## config.mk

```make
export PLATFORM = sky130hd
export DESIGN_NAME = z80_im2_int_ctrl
export DESIGN_NICKNAME = d
export VERILOG_FILES = /design/src/rtl/z80_pkg.sv /design/src/rtl/z80_prio_enc.sv /design/src/rtl/z80_im2_int_ctrl.sv
export SDC_FILE = /design/constraint.sdc
export NUM_CORES = 1
export LEC_CHECK = 0
export ABC_AREA = 1
export CAP_MARGIN = 0
export CORE_UTILIZATION = 52
export CTS_CLUSTER_DIAMETER = 80
export DETAILED_ROUTE_END_ITERATION = 8
export GPL_TIMING_DRIVEN = 0
export PLACE_DENSITY = 0.91
export SETUP_SLACK_MARGIN = 0.1
export SYNTH_ARGS = -nofsm -noshare
export SYNTH_HDL_FRONTEND = slang
export SYNTH_SLANG_ARGS = --single-unit
```

## constraint.sdc

```tcl
create_clock -name CLK -period 2.8 [get_ports CLK]
set_input_delay 0.42 -clock CLK [delete_from_list [all_inputs] [get_ports CLK]]
set_output_delay 0.42 -clock CLK [all_outputs]
set_load 0.02 [all_outputs]
```

## src/rtl/z80_pkg.sv

```systemverilog
// Shared Z80 bus definitions: opcode constants, controller state type and
// bus-cycle decode helpers used by the IM2 interrupt controller.
package z80_pkg;

  localparam logic [7:0] OP_ED    = 8'hED;
  localparam logic [7:0] OP_RETI2 = 8'h4D;
  localparam int         IDX_W    = 2;

  typedef enum logic {
    IDLE = 1'b0,
    ACK  = 1'b1
  } state_t;

  // Interrupt acknowledge: M1 together with IORQ, no MREQ.
  function automatic logic is_intack(input logic m1_n, input logic iorq_n);
    return !m1_n && !iorq_n;
  endfunction

  function automatic logic is_io_wr(input logic iorq_n, input logic wr_n,
                                    input logic m1_n);
    return !iorq_n && !wr_n && m1_n;
  endfunction

  function automatic logic is_m1_fetch(input logic m1_n, input logic mreq_n,
                                       input logic rd_n);
    return !m1_n && !mreq_n && !rd_n;
  endfunction

endpackage

```

## src/rtl/z80_prio_enc.sv

```systemverilog
// Fixed-priority encoder: picks the lowest candidate index that is strictly
// above (numerically below) the highest-priority level currently in service.
module z80_prio_enc
  import z80_pkg::*;
#(
  parameter int N_SRC = 4
) (
  input  logic [N_SRC-1:0] cand,
  input  logic [N_SRC-1:0] in_service,
  output logic             valid,
  output logic [IDX_W-1:0] idx
);

  int limit;

  // NOTE: every variable assigned in always_comb gets a default first, so no
  // path leaves it unassigned and no latch is inferred.
  always_comb begin
    limit = N_SRC;
    valid = 1'b0;
    idx   = '0;
    for (int i = N_SRC - 1; i >= 0; i--) begin
      if (in_service[i]) limit = i;
    end
    // Scan downward so the lowest eligible index is the last one written.
    for (int i = N_SRC - 1; i >= 0; i--) begin
      if (cand[i] && (i < limit)) begin
        valid = 1'b1;
        idx   = IDX_W'(i);
      end
    end
  end

endmodule

```

## src/rtl/z80_im2_int_ctrl.sv

```systemverilog
// Z80 mode-2 interrupt controller: latches request edges, drives n_INT,
// supplies the IM2 vector on INTACK and retires levels by snooping RETI.
module z80_im2_int_ctrl
  import z80_pkg::*;
#(
  parameter int         N_SRC   = 4,
  parameter logic [7:0] IO_BASE = 8'hF0
) (
  input  logic             CLK,
  input  logic             n_RESET,
  input  logic [N_SRC-1:0] IRQ,
  input  logic [15:0]      A,
  input  logic [7:0]       D_IN,
  output logic [7:0]       D_OUT,
  output logic             D_OE,
  input  logic             n_M1,
  input  logic             n_MREQ,
  input  logic             n_IORQ,
  input  logic             n_RD,
  input  logic             n_WR,
  output logic             n_INT
);

  localparam logic [7:0] VEC_PORT = IO_BASE + 8'd1;

  state_t           state, state_n;
  logic [N_SRC-1:0] irq_q, irq_rise, pending, mask, in_service, cand;
  logic [N_SRC-1:0] win_oh, ack_oh;
  logic [IDX_W-1:0] win_idx;
  logic             win_valid;
  logic [4:0]       vec_base;
  logic             intack, io_wr, fetch, wr_q, wr_commit;
  logic             fetch_q, fetch_done, ed_seen, reti;
  logic [7:0]       opcode_q;
  logic             ack_take;
  logic             unused_addr_hi;

  assign unused_addr_hi = ^A[15:8];

  assign intack     = is_intack(n_M1, n_IORQ);
  assign io_wr      = is_io_wr(n_IORQ, n_WR, n_M1);
  assign fetch      = is_m1_fetch(n_M1, n_MREQ, n_RD);
  assign wr_commit  = io_wr && !wr_q;
  assign fetch_done = fetch_q && n_RD;
  assign reti       = fetch_done && ed_seen && (opcode_q == OP_RETI2);

  assign irq_rise = IRQ & ~irq_q;
  assign cand     = pending & ~mask;

  z80_prio_enc #(.N_SRC(N_SRC)) u_prio (
    .cand       (cand),
    .in_service (in_service),
    .valid      (win_valid),
    .idx        (win_idx)
  );

  assign win_oh   = {{(N_SRC-1){1'b0}}, 1'b1} << win_idx;
  assign ack_take = (state == IDLE) && intack && win_valid;
  assign ack_oh   = ack_take ? win_oh : '0;
  assign D_OE     = (state == ACK);

  always_comb begin
    state_n = state;
    case (state)
      IDLE:    if (ack_take) state_n = ACK;
      ACK:     if (!intack)  state_n = IDLE;
      default: state_n = IDLE;
    endcase
  end

  // NOTE: sequential state uses non-blocking assignments so every register
  // samples the pre-edge values regardless of statement order.
  always_ff @(posedge CLK) begin
    if (!n_RESET) state <= IDLE;
    else          state <= state_n;
  end

  always_ff @(posedge CLK) begin
    if (!n_RESET) begin
      irq_q      <= '0;
      pending    <= '0;
      in_service <= '0;
      mask       <= '1;
      vec_base   <= '0;
      wr_q       <= 1'b0;
      fetch_q    <= 1'b0;
      opcode_q   <= '0;
      ed_seen    <= 1'b0;
      n_INT      <= 1'b1;
      D_OUT      <= '0;
    end else begin
      irq_q   <= IRQ;
      wr_q    <= io_wr;
      fetch_q <= fetch;
      n_INT   <= !win_valid;
      if (fetch) opcode_q <= D_IN;

      // A new edge outranks the acknowledge clear on the same bit.
      pending    <= (pending & ~ack_oh) | irq_rise;
      in_service <= (reti ? (in_service & (in_service - 1'b1)) : in_service)
                    | ack_oh;

      if (fetch_done) ed_seen <= ed_seen ? 1'b0 : (opcode_q == OP_ED);

      if ((state == IDLE) && intack)
        D_OUT <= win_valid ? {vec_base, win_idx, 1'b0} : 8'hFF;

      if (wr_commit && (A[7:0] == IO_BASE))  mask     <= D_IN[N_SRC-1:0];
      if (wr_commit && (A[7:0] == VEC_PORT)) vec_base <= D_IN[7:3];
    end
  end

endmodule
```

==> results.cfg <==
[synth]
synthFlopType = dfxtp_1
yosysMostFrequentCell = dfxtp_1
synth_nets = 264
synth.top_cell.area_share = 0.476
ys_seq_elements = 42
yosysWarnings = 0
synth_edf_count = 0
ys_async_sr_fraction = 0
synthCells = 229
seq_area_frac_synth = 0.476
syn_avg_cell_area_um2 = 7.71
netlist_top_cells_area = dfxtp_1 48%, inv_1 8.1%, nand2_1 7.0%
synth_top_cell_by_area = dfxtp_1
synthTopCellsByCount = 42 x dfxtp_1, 38 x inv_1, 33 x nand2_1
ys_types = 27
synth.cell_area_um2 = 1770

[placement]
dp.cells = 308
gp_congestion = 0.827
place_area_um2 = 2170
post-dp-hpwl_um = 2730
pre_cts_slack_ns = 0.940
portBuffers = 35

[worst_setup_path]
slowest_stage = clkdlybuf4s50_1
worstPathMaxFanout = 3
timing_worst_setup_path_type = reg2out
crit_path_start = D_OE
worst-path-buf-inv = 1
critical_path.max_stage_delay_ns = 0.66
worst_setup_path_start_kind = flop
crit_arrival_ns = 1.48
path_cells = clkdlybuf4s50_1
cp.required_ns = 2.38
cp_top_family = buffers and inverters
crit_path_end_kind = output pin
worstReg2RegStart = in_service[0]

[routing]
via_count = 1543
drcViolationCount = 0
drtIter0Drc = 67
ant_nets = 0
wl_per_cell_um = 11.5
drtPass1Iterations = 4
routed_wl_um = 3620
vias_per_cell = 4.90

[final_layout]
syn_to_final_growth_pct = 25.7
final_area_um2 = 2220
nets = 306
num_antenna_cells = 0
fin_util = 0.709
drive_gt1_frac = 0.111
final_cells = 315

[grt]
grt_pass1_wl_um = 6170
antenna_found_initial = 0
gr-total-overflow = 0
grt.total_usage = 0.234
grt_pass1_vias = 1507
grt_start_max_net_pins = 13

[power]
power.density_nw_per_um2 = 469
p_leak_nw = 1.02
ir_drop_mv = 0.324

[cts]
clk_latency_ns = 0.35
ctsResizeCount = 0
cts_hold_buf = 0
cts_sinks = 42
clk_pin_slew_worst_paths_ns = 0.11
clockBufferDepth = 2
htreeDepth = 2
cts_buffers = 5
cts_tree = done
postCtsSetupRepairBufs = 0
cts_root_buffer = clkbuf_4

[min_path]
hold_start = n_RESET
hold_class = in2reg

[sta]
rsz0062_at_grt = no
setup_tns_ns = 0
max_freq_mhz = 526
slew_violations = 0
hold_violations = 0
min_period_ns = 1.90
finalCritPeriodShare = 0.679
max-slew-margin-rel = 0.668
fin_worst_skew_ns = 0.0154
tightestPinTransition_ns = 0.498
fin_ws_ns = 0.899
setup_viol = 0

[floorplan]
dieArea_um2 = 3630
io_pins = 45
fp-row-count = 20
initial_core_util = 0.564
die_h_um = 60.3
core_um2 = 3130
die_x_um = 60.3

[job]
maxCapViolCount = 0

[outcome]
status = complete, no violations
==> worst paths after layout <==
kind	slack [ns]	cells past startpoint	end
setup / recovery	0.90	1	D_OE
hold / removal	0.39	3	irq_q[3]
setup reg to reg	1.51	6	D_OE
hold reg to reg	0.44	1	pending[1]
==> metrics by stage <==
stage               hold slack (ns)  total power [mW]
finish                        0.386              1.04
global route                  0.387              1.09
CTS                           0.379              1.04
detailed placement            0.422             0.774
global placement              0.403             0.771
floorplan                     0.389             0.706
==> kinds of logic (layout without fill, tap and decap cells) <==
family          Yosys count  count (layout)  share of synthesized area
flops                    42              42                      0.476
simple gates             90              90                      0.257
compound gates           53              53                      0.167
buf+inv                  44              86                     0.0992
==> layout by cell type (no fill, tap or decap), types with 2 or more instances in the layout <==
cell type,instances
nor2_1,23
buf_2,2
clkdlybuf4s50_1,35
o21ai_0,19
dfxtp_1,42
nand2_2,7
or2_2,3
nand3_1,6
nand4_1,4
nand2_1,33
a21oi_2,2
a21o_1,5
a21oi_1,17
clkinv_2,2
nand3b_1,2
o211ai_1,4
o21ai_1,6
inv_1,38
nor2_2,2
nor3_1,3
clkbuf_1,3
clkbuf_4,5
==> state kept, by name, indices dropped and copies added (netlist names) <==
name,count
in_service,4
pending,4
D_OUT,8
opcode_q,8
fetch_q,1
irq_q,4
wr_q,1
n_INT,1
D_OE,1
ed_seen,1
vec_base,5
mask,4
==> final cells by class <==
| cell class | instances | area (um2) |
|---|---|---|
| Fill cell | 265 | 910 |
| Sequential cell | 42 | 841 |
| Multi-Input combinational cell | 143 | 749 |
| Timing Repair Buffer | 35 | 350 |
| Inverter | 38 | 143 |
| Tap cell | 44 | 55.1 |
| Clock buffer | 5 | 37.5 |
| Buffer | 6 | 32.5 |
| Clock inverter | 2 | 10.0 |
==> power by group <==
group | total, mW | leakage (nW) | switching [mW] | internal [mW]
sequential | 0.634 | 0.344 | 0.0129 | 0.621
clock | 0.280 | 0.0308 | 0.189 | 0.0905
combinational | 0.127 | 0.649 | 0.0597 | 0.0677
==> routing by layer <==
layer	wire length [um]	part of all wire	vias up	GRT usage
met5	0	0	-	0
met4	74	0.020	0	0.120
met3	181	0.050	9	0.0519
met2	1670	0.46	40	0.372
met1	1690	0.47	687	0.294
li1	-	-	807	-
==> worst register-to-register path: cells and delay by family, from the launching register on <==
family | cells | cell delay, ns
AOI/OAI and AO/OA | 1 | 0.13
buffers and inverters | 1 | 0.04
and+or+nand+nor | 4 | 0.58
DFF | 1 | 0.44
Note: power is estimated with default switching activity, not from simulation.
